File: config.mk
export PLATFORM = sky130hd
export DESIGN_NAME = i_type_seq
export DESIGN_NICKNAME = d
export VERILOG_FILES = /design/src/rtl/i_type_seq.sv
export SDC_FILE = /design/constraint.sdc
export NUM_CORES = 2
export LEC_CHECK = 0
export ABC_CLOCK_PERIOD_IN_PS = 8700
export BUFFER_PORTS_ARGS = -buffer_cell sky130_fd_sc_hd__buf_2
export CORE_MARGIN = 2
export CORE_UTILIZATION = 51
export CTS_CLUSTER_SIZE = 30
export DETAILED_ROUTE_END_ITERATION = 10
export PLACE_DENSITY_LB_ADDON = 0.25
export SLEW_MARGIN = 5
export SYNTH_ARGS = -nofsm -noshare
export SYNTH_HDL_FRONTEND = slang
export SYNTH_SLANG_ARGS = --single-unit
File: constraint.sdc
create_clock -name clk -period 8.7 [get_ports clk]
set_input_delay 2.61 -clock clk [delete_from_list [all_inputs] [get_ports clk]]
set_output_delay 2.61 -clock clk [all_outputs]
set_load 0.05 [all_outputs]
File: src/rtl/i_type_seq.sv
// i_type_seq: four-state sequencer (IDLE/READ/EXEC/WB) for I-type ALU ops over a 32x64 register file.
// Define I_SEQ_TRAP_EN to trap illegal ctrl codes via err instead of executing them as ADDI.
module i_type_seq #(
    parameter int XLEN = 64,
    parameter int NREG = 32
) (
    input  logic            clk,
    input  logic            rst,
    input  logic            in_valid,
    output logic            in_ready,
    input  logic [5:0]      ctrl,
    input  logic [4:0]      rs1,
    input  logic [4:0]      rd,
    input  logic [11:0]     imm,
    input  logic            ld_valid,
    input  logic [4:0]      ld_addr,
    input  logic [XLEN-1:0] ld_data,
    input  logic [4:0]      dbg_addr,
    output logic [XLEN-1:0] dbg_data,
    output logic [XLEN-1:0] result,
    output logic            done,
    output logic            err,
    output logic            busy
);
    localparam logic [5:0] ADDI  = 6'b100000;
    localparam logic [5:0] SUBI  = 6'b101000;
    localparam logic [5:0] ANDI  = 6'b100111;
    localparam logic [5:0] ORI   = 6'b100110;
    localparam logic [5:0] NORI  = 6'b101111;
    localparam logic [5:0] NANDI = 6'b101110;

    typedef enum logic [1:0] {IDLE, READ, EXEC, WB} state_t;

    state_t          r_state;
    logic [5:0]      r_ctrl;
    logic [4:0]      r_rs1;
    logic [4:0]      r_rd;
    logic [11:0]     r_imm;
    logic [XLEN-1:0] r_a;
    logic [XLEN-1:0] r_b;
    logic [XLEN-1:0] r_result;
    logic            r_done;
    logic            r_err;
    logic [XLEN-1:0] r_regs [NREG];
    logic [XLEN-1:0] w_alu;
    logic            w_legal;
    logic            w_trap;

    always_comb begin
        w_alu   = r_ctrl == SUBI  ? r_a - r_b :
                  r_ctrl == ANDI  ? r_a & r_b :
                  r_ctrl == ORI   ? r_a | r_b :
                  r_ctrl == NORI  ? ~(r_a | r_b) :
                  r_ctrl == NANDI ? ~(r_a & r_b) : r_a + r_b;
        w_legal = r_ctrl inside {ADDI, SUBI, ANDI, ORI, NORI, NANDI};
    end

`ifdef I_SEQ_TRAP_EN
    assign w_trap = !w_legal;
`else
    assign w_trap = 1'b0;
`endif

    assign in_ready = r_state == IDLE;
    assign busy     = r_state != IDLE;
    assign dbg_data = r_regs[dbg_addr];
    assign result   = r_result;
    assign done     = r_done;
    assign err      = r_err;

    always_ff @(posedge clk) begin
        if (rst) begin
            r_state  <= IDLE;
            r_ctrl   <= '0;
            r_rs1    <= '0;
            r_rd     <= '0;
            r_imm    <= '0;
            r_a      <= '0;
            r_b      <= '0;
            r_result <= '0;
            r_done   <= 1'b0;
            r_err    <= 1'b0;
            for (int i = 0; i < NREG; i++) r_regs[i] <= '0;
        end else begin
            r_done <= 1'b0;
            r_err  <= 1'b0;
            case (r_state)
                IDLE: begin
                    // x0 is never written, so it always reads back as zero
                    if (ld_valid && ld_addr != '0) r_regs[ld_addr] <= ld_data;
                    if (in_valid) begin
                        r_ctrl  <= ctrl;
                        r_rs1   <= rs1;
                        r_rd    <= rd;
                        r_imm   <= imm;
                        r_state <= READ;
                    end
                end
                READ: begin
                    r_a     <= r_regs[r_rs1];
                    r_b     <= {{(XLEN-12){r_imm[11]}}, r_imm};
                    r_state <= EXEC;
                end
                EXEC: begin
                    if (!w_trap) r_result <= w_alu;
                    r_done  <= !w_trap;
                    r_err   <= w_trap;
                    r_state <= WB;
                end
                default: begin
                    if (!w_trap && r_rd != '0) r_regs[r_rd] <= r_result;
                    r_state <= IDLE;
                end
            endcase
        end
    end
endmodule

Yosys cells after proc, flatten, opt, wreduce, memory -nomap -nowiden
Memory sizes are Yosys's and may differ from the RTL's. A register that Yosys moved wholly into a read port is not among the register bits. Cells that the tools add are included.

Flip-flop bits (word level): 107. Logic and storage cells: 56. RAM bits: 2048. ROM bits: 0. Memories kept: 1. Latch bits: 0.

Memory list: r_regs (words 32, bits a word 64, rd ports 2, clocked after Yosys merged registers in 1, wr ports 32, line 44) `logic [XLEN-1:0] r_regs [NREG];`.

Bitwise gates (word level): 4. $add $sub $neg: 2. $lt $le $gt $ge: 0. Reduce and logical (&&, ||, !) cells: 9. Div/mod/pow operators: 0. Shift operators: 0. $mul: 0. Equality and inequality tests: 8. Multiplexer cells: 24.

Operators with widths (count): $mux W64 (7); $not A64 Y64 (2); $reduce_or A64 Y1 (2); $add A64 B64 Y64 (1); $and A64 B64 Y64 (1); $or A64 B64 Y64 (1); $sub A64 B64 Y64 (1); $eq A6 B6 Y1 const B (5); $mux W1 (13); $mux W5 (2); $reduce_bool A5 Y1 (2); $pmux W2 S3 (1); $reduce_or A3 Y1 (1); $eq A2 B1 Y1 const B (1); $eq A2 B2 Y1 const B (1); $logic_not A2 Y1 (1); $mux W2 (1); $ne A2 B2 Y1 const B (1); $reduce_and A2 Y1 (1); $reduce_bool A2 Y1 (1); $logic_and A1 B1 Y1 (1).

Depth between registers and ports, before layout
Depth in word-level cells: 9. Mapped depth: 14.

Least setup slack after synthesis
Ideal clock, no wire load.

Path type: input port to output port. From: input port dbg_addr[0]. To: output port dbg_data[0]. Data arrival time: 5105 ps. Cell stages on the path: 6. Buffers on the path: 3. Slack: 985 ps. Data required time: 6090 ps. Cells stage by stage: clkbuf_1 -> clkbuf_1 -> buf_1 -> mux4_2 -> mux4_2 -> mux2_2.

Cells in the longest elaborated chain, start to end: 1.

RTL lines: from (decl) (line 18) `input logic [4:0] dbg_addr,`; $mem_v2 Z32 W64; to (decl) (line 19) `output logic [XLEN-1:0] dbg_data,`.

Every way passes these cells.

Worst setup path in the final report
From: input port dbg_addr[0]. To: output port dbg_data[18].

Same word-level chain as after synthesis.

==> results.txt <==
initial antenna violation count: 13
Final GP Congestion: 0.959
first drt pass iteration count: 9
largest net degree at the start of global routing: 145
FF+latch area: 64900 um2
Final Util: 57.0%
CTS tree: yes
setup TNS: 0 ns
main area contributors after synthesis: edfxtp_1, mux4_2, nor2_1, dfxtp_1, clkbuf_1
CP Class: in2out
crit path max fanout: 27
Pleak: 46.4 nW
DR WL/cell: 39.1 um
# port buffers: 236
Die ar.: 240000 um2
synth cell count leaders: nor2_1, edfxtp_1, mux4_2, clkbuf_1, a21oi_1
final clock skew: 0.0590 ns
Startpoint Class: input port
Pwr Total: 33.6 mW
area leader, netlist: edfxtp_1
Synth Flop Type: edfxtp_1
worst path bufs/invs: 4
Worst-Margin Slew: 1.43 ns
sequential cell fraction of total power: 39.4%
crit-path cells: buf_8 -> buf_12 -> buf_4 -> mux4_2 -> mux4_2 -> mux2_2 -> buf_2
Die Ht: 490 um
Worst EP arrival: 5.22 ns
Worst path most repeated cell: mux4_2
Die W: 490 um
Net Sw Frac: 35.3%
post-CTS sizing: 0
Final Hold Violating Endpoints: 0
Cell Rows: 178
final setup vio count: 0
Final min period: 7.83 ns
synthesized instance count: 8724
dpl hpwl: 270000 um
Max Cap Viol: 0
Worst slew margin: 1.94%
vias in the first global route: 84800
post-synthesis cell type count: 100
CP max stage cell: mux4_2
post-CTS setup repair buffer count: 0
Comb pwr share: 30.6%
number of flops mapped to enable cells by yosys: 2048
share of cells above drive strength 1: 26.9%
first-pass GRT wire length: 651000 um
syn_area_per_cell: 13.8 um2
Hold-fix buffers, CTS: 0
Area Overhead vs Synth: 11.2%
worst-skew pair later-pin latency: 0.92 ns
total routed wirelength: 468000 um
power per cell area: 251 nW/um2
area occupied by multi-input gates: 53100 um2
IO Pins: 238
Clk pin slew, worst setup/hold paths: 0.06 ns
synthesized cell area: 121000 um2
most frequent cell after synthesis: nor2_1
drt via density: 7.30
Starting DRT DRC Count: 15573
grt total ovfl: 0
detailed-route via count: 87408
CTS sink cnt: 2219
Nets: 8944
Antenna Nets Post-Route: 0
Starting Density: 51.3%
core area: 235000 um2
sequential fraction of the synthesis area: 53.8%
Post-synth ARST share: 0%
worst min path class: reg2reg
worst-case vdd ir drop: 0.000413 V
reg-to-reg slack, setup: 2.91 ns
P_int: 21.8 mW
htree depth: 4
Slew Viols, Final: 0
CP max stage delay: 0.52 ns
FMAX: 0.128 GHz
drt drc: 0
RSZ-0062 raised after global routing: no
clock share of power: 30.0%
fill count: 18458
NetSw: 11.9 mW
Yosys reg bits: 2219
minimum hold slack: 0.461 ns
Final period util: 90.1%
CTS Buffer Depth: 3
outcome: completed
clock buffer count from CTS: 227
Crit. End Element: primary output
worst path required time: 6.09 ns
root buffer cell: clkbuf_16
Global Route Usage Sum: 38.5%
kind of cell adding the most delay to the critical path: multiplexers
synth warn: 0
Synth top area share: 51.0%
==> metal layers <==
metal	global-route usage, %	wire length, um	vias up
li1	-	-	33122
met1	49.1	152000	44113
met2	56.2	204000	8354
met3	14.7	78800	1807
met4	22.5	32900	12
met5	0.298	106	-
==> metrics by stage <==
step           area [um2]  setup slack [ns]  cells
4_1_cts            134000             0.808  11971
3_3_place_gp       127000             0.848  11544
5_1_grt            134000             0.740  11972
2_1_floorplan      121000             0.985   8788
3_5_place_dp       127000             0.813  11544
6_report           134000             0.866  11976
==> cells in the final DEF, fill, tap and decap left out, types with 13 or more instances in the layout <==
master      synthesis  routed
clkinv_2            0      41
inv_1             146     145
ha_1              213     211
buf_2              22     230
mux4_2           1280    1280
clkbuf_16           0     230
a21oi_1           273     273
buf_4               4     193
nand2b_4            0      31
edfxtp_1         2048    2048
a31oi_1            21      21
o21ai_0           129     129
clkbuf_1          710      54
a21o_1             24      24
o21bai_1           37      37
nor4_1             29      29
dfxtp_1           171     163
o211ai_1           21      21
nand2_4             0      31
nor2_1           2285    2284
mux2i_4             0      36
clkinvlp_4          0      15
clkinv_1            4      45
o22ai_1            27      27
nand4_1            37      37
conb_1              1      65
nor2b_1            21      21
bufinv_16           0      25
a221oi_1           15      15
mux2i_1           251     186
nand3_1            18      16
nor3_1             42      42
o31ai_1            29      27
a211oi_1          110     110
mux2_2             66      66
buf_12              0      68
xnor2_1            49      49
nand2_1           228     197
mux2i_2             0      29
a22oi_1            13      13
==> worst paths after layout <==
path / start / end / cells past startpoint
worst min-delay path: r_imm[10]$_SDFFE_PP0P_ / r_imm[10]$_SDFFE_PP0P_ / 2
worst max register to register: r_b[11]$_SDFFE_PP0P_ / result[63]$_SDFFE_PP0P_ / 14
worst max-delay path: dbg_addr[0] / dbg_data[18] / 7
worst min register to register: r_imm[10]$_SDFFE_PP0P_ / r_imm[10]$_SDFFE_PP0P_ / 2
==> area by class of cell <==
cell class	instances	share of cell area, %
Antenna cell	5	0.00933
Timing Repair Buffer	497	3.02
Multi-Input combinational cell	5524	39.6
Clock buffer	288	4.48
Clock inverter	139	1.11
Tap cell	3150	2.94
Sequential cell	2219	48.4
Inverter	154	0.433
==> logic make-up (layout without fill, tap and decap cells) <==
family,count (synthesis),in the layout,share of synthesized area [%]
and+or+nand+nor,2759,2759,9.09
DFF,2219,2219,53.8
muxes,1597,1597,26.6
buffers and inverters,1045,1078,3.29
AOI/OAI and AO/OA,836,836,4.58
adders and majority gates,215,215,2.24
xor gates and xnor gates,52,52,0.378
other,1,70,0.00311
==> state kept, by name, indices dropped and copies added, names as in the netlist <==
| register | flops |
|---|---|
| r_a | 64 |
| r_rs1 | 5 |
| r_imm | 12 |
| r_regs | 2048 |
| r_rd | 5 |
| done | 1 |
| r_b | 12 |
| result | 64 |
| r_ctrl | 6 |
| r_state | 2 |
==> power by group through the flow <==
stage	clock, mW	sequential, mW	combinational, mW
6_report	10.1	13.2	10.3
5_1_grt	10.5	13.3	10.8
4_1_cts	10.1	13.2	10.0
3_5_place_dp	0	13.4	9.99
3_3_place_gp	0	13.4	9.90
2_1_floorplan	0	13.1	6.80
==> worst register-to-register path, delay by kind of cell, from the launching register on <==
kind            cells  cell delay, ns
compound gates     10            3.05
buf+inv             2            1.28
fa+ha+maj           1            0.61
flops               1            0.47
simple gates        1            0.25
(Power assumes the default switching activity.)
